`config.mk`:
```
export PLATFORM = sky130hd
export DESIGN_NAME = rank_classifier
export DESIGN_NICKNAME = d
export VERILOG_FILES = /design/src/rtl/card_pkg.sv /design/src/rtl/rank_argmin_scan.sv /design/src/rtl/rank_classifier.sv
export SDC_FILE = /design/constraint.sdc
export NUM_CORES = 1
export LEC_CHECK = 0
export ABC_CLOCK_PERIOD_IN_PS = 4300
export CORE_MARGIN = 2
export CORE_UTILIZATION = 35
export DETAILED_ROUTE_END_ITERATION = 10
export GPL_TIMING_DRIVEN = 0
export MAX_ROUTING_LAYER = met4
export PLACE_DENSITY_LB_ADDON = 0.25
export SLEW_MARGIN = 20
export SYNTH_ARGS = -nofsm -noshare
export SYNTH_HDL_FRONTEND = slang
export SYNTH_SLANG_ARGS = --single-unit
```
`constraint.sdc`:
```
create_clock -name clk -period 4.3 [get_ports clk]
set_input_delay 0.43 -clock clk [delete_from_list [all_inputs] [get_ports clk]]
set_output_delay 0.43 -clock clk [all_outputs]
set_load 0.005 [all_outputs]
```
`src/rtl/card_pkg.sv`:
```
// card_pkg: shared definitions for the card-identity pipeline.
//   NUM_RANKS        - number of per-rank XOR scorers (A..K)
//   SCORE_W          - mismatch score width, $clog2(28*40)
//   REJECT_THRESHOLD - largest best score still accepted when the
//                      RANK_CLASSIFIER_REJECT_EN build option is enabled
//   rank_t           - rank encoding, RANK_NONE marks "no rank / rejected"
//   state_t          - rank_classifier FSM state
//   sat_margin()     - runner-up minus best, clamped to the score range
package card_pkg;

  localparam int NUM_RANKS        = 13;
  localparam int SCORE_W          = 11;
  localparam int REJECT_THRESHOLD = 300;

  typedef enum logic [3:0] {
    RANK_A    = 4'd0,
    RANK_2    = 4'd1,
    RANK_3    = 4'd2,
    RANK_4    = 4'd3,
    RANK_5    = 4'd4,
    RANK_6    = 4'd5,
    RANK_7    = 4'd6,
    RANK_8    = 4'd7,
    RANK_9    = 4'd8,
    RANK_10   = 4'd9,
    RANK_J    = 4'd10,
    RANK_Q    = 4'd11,
    RANK_K    = 4'd12,
    RANK_NONE = 4'd15
  } rank_t;

  typedef enum logic [1:0] {
    ST_COLLECT = 2'd0,
    ST_SCAN    = 2'd1,
    ST_HOLD    = 2'd2
  } state_t;

  // The runner-up register never drops below the best register, so the
  // plain difference already fits; the guard only keeps the result
  // well-defined should that invariant ever be broken. An uncaptured
  // runner-up (all-ones) naturally yields the largest possible margin.
  function automatic logic [SCORE_W-1:0] sat_margin(
    input logic [SCORE_W-1:0] second,
    input logic [SCORE_W-1:0] best
  );
    return (second >= best) ? (second - best) : '0;
  endfunction

endpackage

```
`src/rtl/rank_argmin_scan.sv`:
```
// rank_argmin_scan: running minimum / runner-up tracker, one lane per cycle.
//   clk, rst_n - clock, asynchronous active-low reset
//   clear      - reinitialise: best = second = all-ones, best_idx = RANK_NONE
//   en         - fold (lane, score) into the running result this cycle
//   lane       - index of the lane presented on score
//   score      - score of that lane (all-ones for uncaptured lanes)
//   best       - smallest score seen since clear
//   second     - second-smallest score seen since clear
//   best_idx   - lane that produced best (RANK_NONE if nothing beat all-ones)
// Strict less-than everywhere: an equal score never displaces the earlier
// (lower-index) lane, but an equal score does become the runner-up, which
// is what drives the margin of a tie to zero.
module rank_argmin_scan
  import card_pkg::*;
(
  input  logic               clk,
  input  logic               rst_n,
  input  logic               clear,
  input  logic               en,
  input  logic [3:0]         lane,
  input  logic [SCORE_W-1:0] score,
  output logic [SCORE_W-1:0] best,
  output logic [SCORE_W-1:0] second,
  output logic [3:0]         best_idx
);

  always_ff @(posedge clk or negedge rst_n) begin
    if (!rst_n) begin
      best     <= '1;
      second   <= '1;
      best_idx <= 4'(RANK_NONE);
    end else if (clear) begin
      best     <= '1;
      second   <= '1;
      best_idx <= 4'(RANK_NONE);
    end else if (en) begin
      if (score < best) begin
        second   <= best;
        best     <= score;
        best_idx <= lane;
      end else if (score < second) begin
        second <= score;
      end
    end
  end

endmodule

```
`src/rtl/rank_classifier.sv`:
```
// rank_classifier: collects one mismatch score per rank, then picks the rank
// with the fewest mismatched pixels by a sequential argmin scan.
//
// Build option: RANK_CLASSIFIER_REJECT_EN - when defined, a best score above
// REJECT_THRESHOLD reports rank_idx = 15 (best_score/margin stay truthful).
//
// Parameters:
//   TIMEOUT - cycles after the first captured score before scanning an
//             incomplete set
// Ports:
//   clk, rst_n   - clock, asynchronous active-low reset
//   frame_start  - pulse: discard everything and start a new collection
//   score_in     - packed scores, lane i at [i*SCORE_W +: SCORE_W]
//   score_valid  - per-lane one-cycle strobe, score_in lane is final
//   result_valid - result available (valid/ready source)
//   result_ready - consumer accepts the result
//   rank_idx     - winning rank 0..12, 15 = none / rejected
//   best_score   - minimum score
//   margin       - runner-up minus best
//   timed_out    - result was built from an incomplete score set
//   fsm_state    - current FSM state, for observation only
//
// Handshake: the result transfers on a rising edge where result_valid and
// result_ready are both high; result_valid, once raised, stays high with
// stable rank_idx/best_score/margin/timed_out until that transfer (or until
// frame_start / reset discards it). result_ready may be high before valid.
//
// Timing: final capture at edge N moves to SCAN; edges N+1..N+13 fold lanes
// 0..12; edge N+14 registers the outputs and raises result_valid.
module rank_classifier
  import card_pkg::*;
#(
  parameter int TIMEOUT = 4096
) (
  input  logic                         clk,
  input  logic                         rst_n,
  input  logic                         frame_start,
  input  logic [NUM_RANKS*SCORE_W-1:0] score_in,
  input  logic [NUM_RANKS-1:0]         score_valid,
  output logic                         result_valid,
  input  logic                         result_ready,
  output logic [3:0]                   rank_idx,
  output logic [SCORE_W-1:0]           best_score,
  output logic [SCORE_W-1:0]           margin,
  output logic                         timed_out,
  output state_t                       fsm_state
);

  localparam int CNT_W = (TIMEOUT > 2) ? $clog2(TIMEOUT) : 1;

  state_t               state;
  logic [SCORE_W-1:0]   bank [NUM_RANKS];
  logic [NUM_RANKS-1:0] mask;
  logic [NUM_RANKS-1:0] next_mask;
  logic [CNT_W-1:0]     cnt;
  logic [3:0]           scan_idx;

  logic                 scan_clear;
  logic                 scan_en;
  logic [SCORE_W-1:0]   lane_score;
  logic [SCORE_W-1:0]   run_best;
  logic [SCORE_W-1:0]   run_second;
  logic [3:0]           run_idx;

  assign fsm_state = state;
  assign next_mask = mask | score_valid;

  // The scanner is held in its initial state whenever we are not scanning,
  // so it is ready the cycle SCAN begins.
  assign scan_clear = (state != ST_SCAN);
  assign scan_en    = (state == ST_SCAN) && (scan_idx < 4'(NUM_RANKS));

  // Uncaptured lanes present all-ones so they can never win.
  always_comb begin
    lane_score = '1;
    if (scan_en && mask[scan_idx]) begin
      lane_score = bank[scan_idx];
    end
  end

  rank_argmin_scan u_scan (
    .clk      (clk),
    .rst_n    (rst_n),
    .clear    (scan_clear),
    .en       (scan_en),
    .lane     (scan_idx),
    .score    (lane_score),
    .best     (run_best),
    .second   (run_second),
    .best_idx (run_idx)
  );

  always_ff @(posedge clk or negedge rst_n) begin
    if (!rst_n) begin
      state        <= ST_COLLECT;
      mask         <= '0;
      cnt          <= '0;
      scan_idx     <= '0;
      result_valid <= 1'b0;
      rank_idx     <= 4'(RANK_NONE);
      best_score   <= '1;
      margin       <= '0;
      timed_out    <= 1'b0;
      for (int i = 0; i < NUM_RANKS; i++) begin
        bank[i] <= '1;
      end
    end else if (frame_start) begin
      // Highest priority: abandons any scan or pending result and
      // swallows a same-cycle score_valid.
      state        <= ST_COLLECT;
      mask         <= '0;
      cnt          <= '0;
      scan_idx     <= '0;
      result_valid <= 1'b0;
      timed_out    <= 1'b0;
    end else begin
      case (state)
        ST_COLLECT: begin
          for (int i = 0; i < NUM_RANKS; i++) begin
            if (score_valid[i]) begin
              bank[i] <= score_in[i*SCORE_W +: SCORE_W];
            end
          end
          mask <= next_mask;
          // The counter only runs once something has been captured.
          if (mask != '0) begin
            cnt <= cnt + 1'b1;
          end
          if (next_mask == '1) begin
            state    <= ST_SCAN;
            scan_idx <= '0;
          end else if ((mask != '0) && (cnt == CNT_W'(TIMEOUT - 1))) begin
            state     <= ST_SCAN;
            scan_idx  <= '0;
            timed_out <= 1'b1;
          end
        end

        ST_SCAN: begin
          if (scan_idx == 4'(NUM_RANKS)) begin
            best_score   <= run_best;
            margin       <= sat_margin(run_second, run_best);
`ifdef RANK_CLASSIFIER_REJECT_EN
            rank_idx     <= (run_best > SCORE_W'(REJECT_THRESHOLD)) ?
                            4'(RANK_NONE) : run_idx;
`else
            rank_idx     <= run_idx;
`endif
            result_valid <= 1'b1;
            state        <= ST_HOLD;
          end else begin
            scan_idx <= scan_idx + 4'd1;
          end
        end

        ST_HOLD: begin
          // result_valid is always high here, so ready alone completes
          // the transfer.
          if (result_ready) begin
            result_valid <= 1'b0;
            mask         <= '0;
            cnt          <= '0;
            timed_out    <= 1'b0;
            state        <= ST_COLLECT;
          end
        end

        default: begin
          state <= ST_COLLECT;
        end
      endcase
    end
  end

endmodule

```
==> results.sh <==
export IMPL_status="completed"
export IMPL_postRouteAntennaNets=0
export IMPL_finalSetupViolations=0
export IMPL_yosysSeqAreaShare=0.517
export IMPL_wl_per_cell_um=19.2
export IMPL_hold_worst_slack_ns=0.256
export IMPL_grt_pass1_vias=8366
export IMPL_gp_congestion=0.855
export IMPL_fin_crit_sh=0.944
export IMPL_initial_core_util=0.354
export IMPL_ys_ff_latch=228
export IMPL_synth_cells=894
export IMPL_min_path_type="input pin to flip-flop"
export IMPL_yosysTopAreaCellShare=0.421
export IMPL_maxCapViolations=0
export IMPL_synth_area_per_cell_um2=12.8
export IMPL_grt_pass1_wl_um=47400
export IMPL_slew_violations=0
export IMPL_drive_gt1_frac=0.399
export IMPL_synth_edf_count=0
export IMPL_crit_path_start_kind="flip-flop"
export IMPL_clk_pin_slew_ns=0.06
export IMPL_path_max_fanout=10
export IMPL_synth_net_count=1090
export IMPL_synth_async_sr_flop_share=1.00
export IMPL_dr_first_iter_drc_count=315
export IMPL_top_layer_used="met4"
export IMPL_period_needed_ns=4.06
export IMPL_synth_top_family_by_area="multiplexers"
export IMPL_fmax_mhz=246
export IMPL_die_w_um=185
export IMPL_muxShareOfSynthArea=0.254
export IMPL_dieArea_mm2=0.0342
export IMPL_core_area_mm2=0.0324
export IMPL_crit_path_end_kind="flip-flop"
export IMPL_syn_to_final_growth_pct=31.1
export IMPL_rrSetupSlack_ns=0.24
export IMPL_numCtsBuffers=27
export IMPL_maxSlewHeadroom=0.451
export IMPL_vias=7834
export IMPL_skew_ns=0.0235
export IMPL_cp_required_ns=4.77
export IMPL_cts_max_path_buffers=3
export IMPL_portBuffers=188
export IMPL_root_buffer="clkbuf_16"
export IMPL_p_per_area_mw_per_mm2=469
export IMPL_yosys_warnings=0
export IMPL_grt_usage=0.186
export IMPL_antenna_found_initial=6
export IMPL_path_class="flip-flop to flip-flop"
export IMPL_ys_types=56
export IMPL_hpwlAfterDp_um=22700
export IMPL_io_pins=190
export IMPL_numClockSinks=228
export IMPL_yosys_area_share_adder=0.0399
export IMPL_nets=1314
export IMPL_routed_wl_um=30500
export IMPL_die_h_um=185
export IMPL_syn_area_mm2=0.0115
export IMPL_drt_met1_wl_um=13400
export IMPL_ir_worst_vdd_v=0.000348
export IMPL_dp_cells=1526
export IMPL_final_cells=1587
export IMPL_tightest_slew_ns=0.823
export IMPL_grt_start_max_net_pins=87
export IMPL_multi_input_area_mm2=0.00525
export IMPL_cts_tree="built"
export IMPL_cp_data_arrival_time_ns=4.53
export IMPL_hold_viol_final=0
export IMPL_yosys_area_top_type="dfstp_2"
export IMPL_grt_ovfl_total=0
export IMPL_regArea_mm2=0.00594
export IMPL_nFillCells=2997
export IMPL_synth_area_top_cells="dfstp_2 42%, mux2_2 15%, dfrtp_1 9.6%, mux4_2 6.7%, ha_1 3.8%"
export IMPL_cts_max_level=1
export IMPL_p_leak_nw=6.02
export IMPL_synth_compound_area_share=0.0711
export IMPL_synthSimpleGateAreaFrac=0.0774
export IMPL_wl_met2_um=14600
export IMPL_synth_ff_type="dfstp_2"
export IMPL_rows=66
export IMPL_dr_pass1_iters=5
export IMPL_wl_met3_um=1970
export IMPL_clock_latency_ns=0.56
export IMPL_drc=0
export IMPL_viasPerCell=4.94
export IMPL_synthXorXnorAreaFrac=0.0114
==> registers in the layout (all words and copies together), names as in the netlist, 11 cells and up <==
| signal | count |
|---|---|
| bank | 143 |
| mask | 13 |
| cnt | 12 |
| best_score | 11 |
| margin | 11 |
| u_scan.best | 11 |
| u_scan.second | 11 |
==> routing by layer <==
layer | GRT usage | vias up
met5 | - | -
met2 | 0.308 | 190
met4 | 0.0390 | 0
li1 | - | 3719
met1 | 0.232 | 3881
met3 | 0.0478 | 44
==> critical path, cell delays in order, from the launching register on <==
cell and delay [ns]:
dfrtp_1 0.38, clkbuf_4 0.24, buf_6 0.21, inv_1 0.09
ha_1 0.23, a32oi_1 0.25, and3_1 0.25, a211oi_4 0.06
buf_12 0.16, o21ai_1 0.26, ha_1 0.34, a21o_1 0.18
a21oi_1 0.13, nor2_1 0.06, a211oi_1 0.25, o21ai_2 0.15
nor3_4 0.18, nor2_2 0.07, buf_6 0.18, mux2_4 0.31
==> layout make-up <==
type                            count  area share
Clock buffer                       40      0.0535
Buffer                             46      0.0150
Inverter                           37     0.00923
Antenna cell                        6    0.000998
Multi-Input combinational cell    583       0.349
Clock inverter                     10     0.00765
Timing Repair Buffer              195       0.133
Sequential cell                   228       0.395
Tap cell                          442      0.0368
==> cells in the final DEF (no fill, tap or decap), drive strengths merged, types with 3 or more instances in the layout <==
cell           netlist  layout
a211oi               5       5
o22ai                6       6
and2                13      13
ha                  35      35
a21oi               28      28
diode                0       6
clkdlybuf4s50        0     187
nor2                41      41
nor4                 6       6
clkbuf              35      77
and3                14      14
mux4                34      34
xnor2                7       7
mux2               162     162
nand2               61      61
nand3               10      10
inv                 36      37
or3                  3       3
dfstp              184     184
xor2                 8       8
nand4               10      10
mux2i               29      29
a221oi              11      11
o21ai               36      36
nor3                 9       9
dfrtp               44      44
a21o                10      10
clkinv               1       8
a22o                10      10
o211ai               3       3
nor2b                8       8
buf                 11      16
==> power breakdown <==
part           total (mW)  internal (mW)  switching, mW
combinational        1.82          0.996          0.820
sequential           2.89           2.70          0.181
clock                2.36           1.41          0.946
total                7.06           5.12           1.95
==> metrics by stage <==
stage,setup TNS [ns],instance area (um2),power (mW),setup WS (ns),util
floorplan,0,11500,4.10,0.224,-
global placement,-1060.76,13900,4.62,-7.02,0.430
detailed placement,-22.06,14000,4.66,-0.923,0.432
CTS,0,15000,7.08,0.0220,0.462
global route,-0.00551,15000,7.44,-0.00551,0.465
finish,0,15000,7.06,0.240,0.465
==> synthesized netlist by cell type (3+ instances only) <==
cell type and n:
nor4_1 5, clkbuf_1 35, inv_1 36, mux2_2 152
and2_1 13, a211oi_1 5, ha_1 35, a21oi_1 28
mux2_4 10, dfstp_2 184, nand2_1 61, o21ai_0 35
xnor2_1 7, mux4_2 34, nand4_1 10, a221oi_1 11
or3_1 3, dfrtp_1 44, o211ai_1 3, a21o_1 10
xor2_1 8, and3_1 13, nor2b_1 8, nor3_1 8
buf_1 3, a22o_1 10, mux2i_1 29, o22ai_1 6
buf_2 7, nand3_1 10, nor2_1 39
==> final timing paths <==
kind / from / endpoint / depth (start not counted)
max: scan_idx[0]$_DFFE_PN0P_ / u_scan.best[8]$_DFFE_PN1P_ / 19
min: frame_start / result_valid$_DFFE_PN0P_ / 2
max reg2reg: scan_idx[0]$_DFFE_PN0P_ / u_scan.best[8]$_DFFE_PN1P_ / 19
min reg2reg: best_score[2]$_DFFE_PN1P_ / best_score[2]$_DFFE_PN1P_ / 2
max in group asynchronous: rst_n / bank[132]$_DFFE_PN1P_ / 4
min in group asynchronous: rst_n / margin[9]$_DFFE_PN0P_ / 2
==> what timing repair did <==
| action | CTS | global route |
|---|---|---|
| endpoints found under the setup margin | 26 | 26 |
| gates resized for setup | 26 | 6 |
| pin swaps | 1 | 3 |
| setup buffers | 1 | 3 |
| hold endpoints to repair | 40 | 0 |
| hold buffers | 1 | 0 |
==> kinds of logic after synthesis <==
kind of cell    count (synthesis)
xor+xnor                       15
buf+inv                        83
simple gates                  181
compound gates                126
mux                           225
fa+ha+maj                      36
flops                         228
(Power assumes the default switching activity.)
